`config.mk`:
```
export PLATFORM = sky130hd
export DESIGN_NAME = hazard_ctrl_flat
export DESIGN_NICKNAME = d
export VERILOG_FILES = /design/src/rtl/hazard_ctrl_pkg.sv /design/src/rtl/hazard_ctrl_if.sv /design/src/rtl/hazard_perf_cnt.sv /design/src/rtl/hazard_ctrl.sv /design/src/flat_wrapper.sv
export SDC_FILE = /design/constraint.sdc
export NUM_CORES = 1
export LEC_CHECK = 0
export BUFFER_PORTS_ARGS = -buffer_cell sky130_fd_sc_hd__clkbuf_2
export CAP_MARGIN = 20
export CORE_AREA = 2 2 123 125
export DETAILED_ROUTE_END_ITERATION = 7
export DIE_AREA = 0 0 125 127
export PLACE_DENSITY = 0.59
export SETUP_SLACK_MARGIN = 0.15
export SYNTH_ARGS = -nofsm -noshare
export SYNTH_HDL_FRONTEND = slang
export SYNTH_SLANG_ARGS = --single-unit
export TNS_END_PERCENT = 10
```
`constraint.sdc`:
```
create_clock -name clk -period 1.7 [get_ports clk]
set_input_delay 0.255 -clock clk [delete_from_list [all_inputs] [get_ports clk]]
set_output_delay 0.255 -clock clk [all_outputs]
set_load 0.005 [all_outputs]
```
`src/rtl/hazard_ctrl_pkg.sv`:
```
// Shared types and widths for the hazard controller slice.
// State encodings and the stall-counter width are defined here, not in the modules that use them.
package hazard_ctrl_pkg;

    localparam int unsigned REG_W      = 5;
    localparam int unsigned PC_W       = 64;
    localparam int unsigned PERF_CNT_W = 32;

    typedef enum logic [1:0] {
        ST_RUN      = 2'b00,
        ST_MEM_WAIT = 2'b01,
        ST_REDIRECT = 2'b10,
        ST_RSVD     = 2'b11
    } state_e;

    // Pipeline control bundle, one bit per steering action.
    typedef struct packed {
        logic redirect;
        logic stall_fe;
        logic stall_ex;
        logic flush_id;
        logic bubble_ex;
    } hz_ctrl_t;

    // Load-use: an ID source register reads the destination of a load still in EX.
    function automatic logic load_use(
        input logic             id_valid,
        input logic             ex_valid,
        input logic             ex_load,
        input logic [REG_W-1:0] rs1,
        input logic [REG_W-1:0] rs2,
        input logic [REG_W-1:0] rd
    );
        return id_valid & ex_valid & ex_load & (rd != '0) & ((rs1 == rd) | (rs2 == rd));
    endfunction

endpackage

```
`src/rtl/hazard_ctrl_if.sv`:
```
// Pipeline <-> hazard controller signal bundle.
// master is the pipeline side, slave is the hazard controller.
interface hazard_ctrl_if;

    logic                                 h_id_valid_i;
    logic [hazard_ctrl_pkg::REG_W-1:0]    h_id_rs1_i;
    logic [hazard_ctrl_pkg::REG_W-1:0]    h_id_rs2_i;
    logic                                 h_ex_valid_i;
    logic [hazard_ctrl_pkg::REG_W-1:0]    h_ex_rd_i;
    logic                                 h_ex_load_i;
    logic                                 h_branch_i;
    logic                                 h_jal_i;
    logic                                 h_jalr_i;
    logic [hazard_ctrl_pkg::PC_W-1:0]     h_pc_b_i;
    logic [hazard_ctrl_pkg::PC_W-1:0]     h_pc_jal_i;
    logic [hazard_ctrl_pkg::PC_W-1:0]     h_pc_jalr_i;
    logic                                 h_mem_wait_i;
    logic                                 h_redirect_o;
    logic [hazard_ctrl_pkg::PC_W-1:0]     h_pc_target_o;
    logic                                 h_stall_fe_o;
    logic                                 h_stall_ex_o;
    logic                                 h_flush_id_o;
    logic                                 h_bubble_ex_o;
    logic [hazard_ctrl_pkg::PERF_CNT_W-1:0] h_perf_cnt_o;

    modport master (
        output h_id_valid_i, h_id_rs1_i, h_id_rs2_i,
        output h_ex_valid_i, h_ex_rd_i, h_ex_load_i,
        output h_branch_i, h_jal_i, h_jalr_i,
        output h_pc_b_i, h_pc_jal_i, h_pc_jalr_i, h_mem_wait_i,
        input  h_redirect_o, h_pc_target_o, h_stall_fe_o, h_stall_ex_o,
        input  h_flush_id_o, h_bubble_ex_o, h_perf_cnt_o
    );

    modport slave (
        input  h_id_valid_i, h_id_rs1_i, h_id_rs2_i,
        input  h_ex_valid_i, h_ex_rd_i, h_ex_load_i,
        input  h_branch_i, h_jal_i, h_jalr_i,
        input  h_pc_b_i, h_pc_jal_i, h_pc_jalr_i, h_mem_wait_i,
        output h_redirect_o, h_pc_target_o, h_stall_fe_o, h_stall_ex_o,
        output h_flush_id_o, h_bubble_ex_o, h_perf_cnt_o
    );

endinterface

```
`src/rtl/hazard_perf_cnt.sv`:
```
// Saturating front-end stall-cycle counter.
module hazard_perf_cnt
    import hazard_ctrl_pkg::*;
(
    input  logic                  clk,
    input  logic                  rst,
    input  logic                  inc,
    output logic [PERF_CNT_W-1:0] cnt
);

    always_ff @(posedge clk) begin
        if (rst) begin
            cnt <= '0;
        end else if (inc && (cnt != '1)) begin
            cnt <= cnt + PERF_CNT_W'(1);
        end
    end

endmodule

```
`src/rtl/hazard_ctrl.sv`:
```
// Pipeline hazard controller: load-use stalls, memory-wait stalls and jump redirects.
// Optional stall counter is built when HAZARD_PERF_CNT_EN is defined.
module hazard_ctrl
    import hazard_ctrl_pkg::*;
(
    input  logic          clk,
    input  logic          rst,
    hazard_ctrl_if.slave  hz
);

    state_e                state_q;
    state_e                state_d;
    hz_ctrl_t              ctrl;
    logic                  lu;
    logic                  jump;
    logic                  capture;
    logic [PC_W-1:0]       target_sel;
    logic [PC_W-1:0]       target_q;
    logic [PERF_CNT_W-1:0] perf_cnt;

    assign lu   = load_use(hz.h_id_valid_i, hz.h_ex_valid_i, hz.h_ex_load_i,
                           hz.h_id_rs1_i, hz.h_id_rs2_i, hz.h_ex_rd_i);
    assign jump = hz.h_id_valid_i & (hz.h_branch_i | hz.h_jal_i | hz.h_jalr_i);

    // Target priority: jalr over jal over branch.
    always_comb begin
        target_sel = hz.h_pc_b_i;
        if (hz.h_jalr_i) begin
            target_sel = hz.h_pc_jalr_i;
        end else if (hz.h_jal_i) begin
            target_sel = hz.h_pc_jal_i;
        end
    end

    // Next state and control; controls act on the current cycle, so they follow the inputs.
    always_comb begin
        state_d = state_q;
        ctrl    = '0;
        capture = 1'b0;
        if (!rst) begin
            case (state_q)
                ST_RUN: begin
                    if (hz.h_mem_wait_i) begin
                        ctrl.stall_fe = 1'b1;
                        ctrl.stall_ex = 1'b1;
                        state_d       = ST_MEM_WAIT;
                    end else if (lu) begin
                        ctrl.stall_fe  = 1'b1;
                        ctrl.bubble_ex = 1'b1;
                    end else if (jump) begin
                        capture = 1'b1;
                        state_d = ST_REDIRECT;
                    end
                end
                ST_MEM_WAIT: begin
                    ctrl.stall_fe = 1'b1;
                    ctrl.stall_ex = 1'b1;
                    if (!hz.h_mem_wait_i) begin
                        state_d = ST_RUN;
                    end
                end
                ST_REDIRECT: begin
                    // ID holds a wrong-path instruction here, so decode inputs are not looked at.
                    ctrl.redirect = 1'b1;
                    ctrl.flush_id = 1'b1;
                    if (hz.h_mem_wait_i) begin
                        ctrl.stall_ex = 1'b1;
                        state_d       = ST_MEM_WAIT;
                    end else begin
                        ctrl.bubble_ex = 1'b1;
                        state_d        = ST_RUN;
                    end
                end
                default: begin
                    state_d = ST_RUN;
                end
            endcase
        end
    end

    always_ff @(posedge clk) begin
        if (rst) begin
            state_q  <= ST_RUN;
            target_q <= '0;
        end else begin
            state_q <= state_d;
            if (capture) begin
                target_q <= target_sel;
            end
        end
    end

`ifdef HAZARD_PERF_CNT_EN
    hazard_perf_cnt u_perf_cnt (
        .clk (clk),
        .rst (rst),
        .inc (ctrl.stall_fe),
        .cnt (perf_cnt)
    );
`else
    assign perf_cnt = '0;
`endif

    assign hz.h_redirect_o  = ctrl.redirect;
    assign hz.h_stall_fe_o  = ctrl.stall_fe;
    assign hz.h_stall_ex_o  = ctrl.stall_ex;
    assign hz.h_flush_id_o  = ctrl.flush_id;
    assign hz.h_bubble_ex_o = ctrl.bubble_ex;
    assign hz.h_pc_target_o = target_q;
    assign hz.h_perf_cnt_o  = perf_cnt;

endmodule

```
`src/flat_wrapper.sv`:
```
// flat-port wrapper written by rule: the top's interface ports become plain ports
module hazard_ctrl_flat import hazard_ctrl_pkg::*;
  (clk, rst, hz_h_id_valid_i, hz_h_id_rs1_i, hz_h_id_rs2_i, hz_h_ex_valid_i, hz_h_ex_rd_i, hz_h_ex_load_i, hz_h_branch_i, hz_h_jal_i, hz_h_jalr_i, hz_h_pc_b_i, hz_h_pc_jal_i, hz_h_pc_jalr_i, hz_h_mem_wait_i, hz_h_redirect_o, hz_h_pc_target_o, hz_h_stall_fe_o, hz_h_stall_ex_o, hz_h_flush_id_o, hz_h_bubble_ex_o, hz_h_perf_cnt_o);
  hazard_ctrl_if hz_i ();
  input  logic clk;
  input  logic rst;
  input wire logic [$bits(hz_i.h_id_valid_i)-1:0] hz_h_id_valid_i;
  input wire logic [$bits(hz_i.h_id_rs1_i)-1:0] hz_h_id_rs1_i;
  input wire logic [$bits(hz_i.h_id_rs2_i)-1:0] hz_h_id_rs2_i;
  input wire logic [$bits(hz_i.h_ex_valid_i)-1:0] hz_h_ex_valid_i;
  input wire logic [$bits(hz_i.h_ex_rd_i)-1:0] hz_h_ex_rd_i;
  input wire logic [$bits(hz_i.h_ex_load_i)-1:0] hz_h_ex_load_i;
  input wire logic [$bits(hz_i.h_branch_i)-1:0] hz_h_branch_i;
  input wire logic [$bits(hz_i.h_jal_i)-1:0] hz_h_jal_i;
  input wire logic [$bits(hz_i.h_jalr_i)-1:0] hz_h_jalr_i;
  input wire logic [$bits(hz_i.h_pc_b_i)-1:0] hz_h_pc_b_i;
  input wire logic [$bits(hz_i.h_pc_jal_i)-1:0] hz_h_pc_jal_i;
  input wire logic [$bits(hz_i.h_pc_jalr_i)-1:0] hz_h_pc_jalr_i;
  input wire logic [$bits(hz_i.h_mem_wait_i)-1:0] hz_h_mem_wait_i;
  output wire logic [$bits(hz_i.h_redirect_o)-1:0] hz_h_redirect_o;
  output wire logic [$bits(hz_i.h_pc_target_o)-1:0] hz_h_pc_target_o;
  output wire logic [$bits(hz_i.h_stall_fe_o)-1:0] hz_h_stall_fe_o;
  output wire logic [$bits(hz_i.h_stall_ex_o)-1:0] hz_h_stall_ex_o;
  output wire logic [$bits(hz_i.h_flush_id_o)-1:0] hz_h_flush_id_o;
  output wire logic [$bits(hz_i.h_bubble_ex_o)-1:0] hz_h_bubble_ex_o;
  output wire logic [$bits(hz_i.h_perf_cnt_o)-1:0] hz_h_perf_cnt_o;
  assign hz_i.h_id_valid_i = hz_h_id_valid_i;
  assign hz_i.h_id_rs1_i = hz_h_id_rs1_i;
  assign hz_i.h_id_rs2_i = hz_h_id_rs2_i;
  assign hz_i.h_ex_valid_i = hz_h_ex_valid_i;
  assign hz_i.h_ex_rd_i = hz_h_ex_rd_i;
  assign hz_i.h_ex_load_i = hz_h_ex_load_i;
  assign hz_i.h_branch_i = hz_h_branch_i;
  assign hz_i.h_jal_i = hz_h_jal_i;
  assign hz_i.h_jalr_i = hz_h_jalr_i;
  assign hz_i.h_pc_b_i = hz_h_pc_b_i;
  assign hz_i.h_pc_jal_i = hz_h_pc_jal_i;
  assign hz_i.h_pc_jalr_i = hz_h_pc_jalr_i;
  assign hz_i.h_mem_wait_i = hz_h_mem_wait_i;
  assign hz_h_redirect_o = hz_i.h_redirect_o;
  assign hz_h_pc_target_o = hz_i.h_pc_target_o;
  assign hz_h_stall_fe_o = hz_i.h_stall_fe_o;
  assign hz_h_stall_ex_o = hz_i.h_stall_ex_o;
  assign hz_h_flush_id_o = hz_i.h_flush_id_o;
  assign hz_h_bubble_ex_o = hz_i.h_bubble_ex_o;
  assign hz_h_perf_cnt_o = hz_i.h_perf_cnt_o;
  hazard_ctrl u_core (.clk(clk), .rst(rst), .hz(hz_i));
endmodule
```
# == Yosys cells after proc, flatten, opt, wreduce, memory -nomap -nowiden ==
# Cells that the tools add are included.
# word_totals
input_bits,216
elab_cells,44
register_bits,66
# op_classes
mux,23
eq_ne,7
bitwise,8
reduce_logical,4
# ops
op,count
64-bit 2-to-1 mux,2
1-bit 2-to-1 mux,12
5-bit equality test,2
2-bit 2-to-1 mux,4
1-bit case mux with 2 select lines,3
2-bit case mux with 3 select lines,1
1-bit AND,5
5-bit 2-to-1 mux,1
5-bit nonzero test,1
"3-bit by 2-bit inequality test with 1-bit output, second input constant",1
"3-bit inequality test, second input constant",1
1-bit OR,3
3-bit AND reduction,1
"2-bit by 1-bit equality test with 1-bit output, second input constant",1
"2-bit equality test, second input constant",1
2-bit zero test,1
"2-bit inequality test, second input constant",1
2-bit OR reduction,1

# == Logic depth before layout (Yosys ltp) ==
# depth
ltp_word,8
ltp_mapped,7

# == Least setup slack after synthesis ==
# OpenSTA, ideal clock, no wires.
# synth_timing
path_type,input port to output port
startpoint,input port hz_h_ex_rd_i[1]
endpoint,output port hz_h_bubble_ex_o
path_stages,5
slack_ps,62
required_time_ps,1445
n_path_buf,0
t_arrival_ps,1383
path_cell_list,xor2_1 > nor3_1 > a22oi_1 > or2_1 > a2111oi_0
# synth_via
elab_chain_len,7
# synth_rtl
element,line_no,source
start: declaration,flat_wrapper.sv:11,input wire logic [$bits(hz_i.h_ex_rd_i)-1:0] hz_h_ex_rd_i;
5-bit equality test or 5-bit nonzero test (tied branches),hazard_ctrl_pkg.sv:34,return id_valid & ex_valid & ex_load & (rd != '0) & ((rs1 == rd) | (rs2 == rd));
1-bit OR or 1-bit AND (tied branches),hazard_ctrl_pkg.sv:34,
1-bit AND *,hazard_ctrl_pkg.sv:34,
1-bit 2-to-1 mux *,hazard_ctrl.sv:47,end else if (lu) begin
1-bit 2-to-1 mux *,hazard_ctrl.sv:43,if (hz.h_mem_wait_i) begin
1-bit case mux with 2 select lines *,hazard_ctrl.sv:41,case (state_q)
5-bit 2-to-1 mux *,hazard_ctrl.sv:40,if (!rst) begin
end: declaration,flat_wrapper.sv:25,output wire logic [$bits(hz_i.h_bubble_ex_o)-1:0] hz_h_bubble_ex_o;
# Mark *: on every way between the ends. The rest lies on a longest branch, timed or not.

# == Final worst setup path ==
# layout_timing
startpoint,input port hz_h_ex_rd_i[4]
endpoint,output port hz_h_stall_fe_o
# layout_via
elab_chain_len,7
# layout_rtl
element,line_no,source
5-bit equality test or 5-bit nonzero test (tied branches),hazard_ctrl_pkg.sv:34,
1-bit OR or 1-bit AND (tied branches),hazard_ctrl_pkg.sv:34,
1-bit AND *,hazard_ctrl_pkg.sv:34,
1-bit 2-to-1 mux *,hazard_ctrl.sv:47,
1-bit 2-to-1 mux *,hazard_ctrl.sv:43,
1-bit case mux with 2 select lines *,hazard_ctrl.sv:41,
5-bit 2-to-1 mux *,hazard_ctrl.sv:40,
end: declaration,flat_wrapper.sv:22,output wire logic [$bits(hz_i.h_stall_fe_o)-1:0] hz_h_stall_fe_o;
# Marks and branches as above.

==> flow_summary.ini <==
[grt]
grt_max_degree = 129
grt_pass1_wl_mm = 19.1
grtUsageTotal_pct = 14.8
first_global_vias = 3990
grt_overflow = 0
antenna_found_initial = 0

[synth]
synth_top_cell_area_share_pct = 30.5
avgSynthCellArea_um2 = 8.59
synth_edf_count = 0
ys_types = 26
synth_area_leaders = dfxtp_1, mux2i_1, nand2b_1
synth.most_common_cell = mux2i_1
synthTopCellsByCount = mux2i_1, nand2b_1, dfxtp_1
ys_ff_latch = 66
synth_warnings = 0
yosysSeqAreaShare_pct = 30.5
ys.flop_type = dfxtp_1
synthCells = 505
synthArstFlopShare_pct = 0
synth_area_um2 = 4340
synth_largest_area_cell = dfxtp_1

[cts]
h-tree-depth = 3
numCtsBuffers = 9
clk-insertion-delay-late_ns = 0.33
cts_tree = done
cts.sinks = 66
root_buffer = clkbuf_16
clk_pin_slew_ns = 0.05
cts_hold_buf = 0
max-clock-path-buffers = 2

[timing]
min_period_ns = 1.81
hold_violations = 0
min_period_over_period_pct = 106
layout_setup_ws_ns = -0.108
tns_ns = -0.215
finClkSkew_ns = 0.00507
rsz0062_at_grt = yes
max_freq_mhz = 553
drv_slew = 0
setup_viol = 2

[power_and_ir_drop]
p_int_mw = 3.14
p_seq_share_pct = 39.0
pwr-share-comb_pct = 21.8
ir_drop_uv = 362
switching_power_mw = 1.10
p_leak_nw = 3.55
clkPwrFrac_pct = 39.2
p_per_area_nw_per_um2 = 674
switching_share_pct = 26.0

[route]
dr.pass1.iters = 4
wire_per_inst_um = 12.9
viasPerCell = 4.35
final_antenna_net_count = 0
drt_iter0_markers = 83
dr_total_vias = 4209
wirelength_mm = 12.5
drc = 0

[layout]
regArea_um2 = 1320
multiInputGateArea_um2 = 2740
area_delta_synth_final_pct = 45.1
final_layout_size_suffix_gt1_share_pct = 41.5
filler_cell_count = 1482
design_area_um2 = 6300
diodes = 0
finish.utilization_pct = 43.7
final_cells = 967
nNetsFinal = 994

[critical_path]
cp_max_fo = 3
crit_arrival_ns = 1.55
crit_required_ns = 1.44
worst-setup-path-type = in -> out
endpoint_kind = output port
worstSetupStartpointType = input pin

[status]
violations = setup timing
status = finished, violations left

[placed_design]
hpwl_mm = 9.31
portBuffers = 284
dp.cells = 942
place_area_um2 = 5820
place.gp.congestion = 0.777

[die]
core_um2 = 14400
io_pins = 317
initial_core_util_pct = 30.1
die_x_um = 125
die_area_um2 = 15900
rows = 44
die_h_um = 127

[worst_hold_path]
hold_class = in -> reg

[flow_run]
cap_violations = 0
[critical path, stage by stage]
cell	delay, ns
buf_8	0.10
or4_4	0.55
o2111ai_4	0.22
or2_4	0.18
buf_6	0.09
a21boi_2	0.03
buf_2	0.12
[layout make-up]
class	count	share of cell area, %
well taps	184	3.66
clock buffers	13	3.97
flip-flops and latches	66	21.0
multi-input cells	397	43.6
inverters	3	0.179
repair buffers	301	27.4
clock inverters	3	0.238
[layer usage]
| metal | wire (µm) | global-route usage [%] | up-vias |
|---|---|---|---|
| met5 | 0 | 0 | - |
| met4 | 228 | 6.14 | 0 |
| met3 | 933 | 4.15 | 16 |
| met2 | 6270 | 26.4 | 170 |
| met1 | 5050 | 16.6 | 1828 |
| li1 | - | - | 2195 |
[power groups by stage]
| stage | sequential [mW] | clock [mW] | combinational [mW] |
|---|---|---|---|
| after floorplan | 1.69 | 0 | 0.522 |
| after global placement | 1.68 | 0 | 0.886 |
| after detailed placement | 1.69 | 0 | 0.892 |
| after CTS | 1.65 | 1.73 | 0.905 |
| after global routing | 1.66 | 1.82 | 1.04 |
| final | 1.65 | 1.66 | 0.927 |
[cell usage in the layout (no fill, tap or decap), drive strengths merged]
cell type  instances
dfxtp             66
nand2b            80
a22oi              1
nor2              53
clkinv             3
or2                1
o311ai             1
a21oi             48
buf               21
a2111oi            1
a211oi             1
mux2i            129
nand2             16
o21ai             17
conb              32
o2111ai            1
clkbuf           293
or4                1
nor3               4
inv                3
xor2              10
a21boi             1
[logic make-up (layout without fill, tap and decap cells)]
logic type             Yosys count  in the layout  share of synthesized area (%)
AO/OA/AOI/OAI                   71             71                           8.77
XOR/XNOR                        10             10                           2.02
buffers and inverters           73            320                           10.6
flip-flops                      66             66                           30.5
multiplexers                   129            129                           29.8
other                            1             32                         0.0864
AND/OR/NAND/NOR                155            155                           18.3
[stage by stage]
step           hold slack, ns  setup slack, ns  total power, mW
3_3_place_gp            0.459           -0.226             2.57
3_5_place_dp            0.459           -0.227             2.58
6_report                0.197           -0.108             4.25
2_1_floorplan           0.374            0.130             2.21
4_1_cts                 0.178           -0.122             4.29
5_1_grt                 0.191           -0.191             4.52
[state kept, by name (all words and copies together) (netlist names)]
register and flops:
u_core.hz.h_pc_target_o 64, u_core.state_q 2
[final timing paths]
kind	startpoint	end	slack, ns	cells past startpoint
max	hz_h_ex_rd_i[4]	hz_h_stall_fe_o	-0.11	7
min	hz_h_pc_jalr_i[57]	u_core.hz.h_pc_target_o[57]	0.20	3
max reg2reg	u_core.state_q[1]	u_core.hz.h_pc_target_o[17]	0.10	7
min reg2reg	u_core.state_q[1]	u_core.state_q[0]	0.46	1
[what timing repair did]
item	in CTS	in global routing
buffers inserted	2	4
endpoints found under the setup margin	2	67
gates resized for setup	4	18
pin swaps	5	5
cloned	0	3
(Power assumes the default switching activity.)
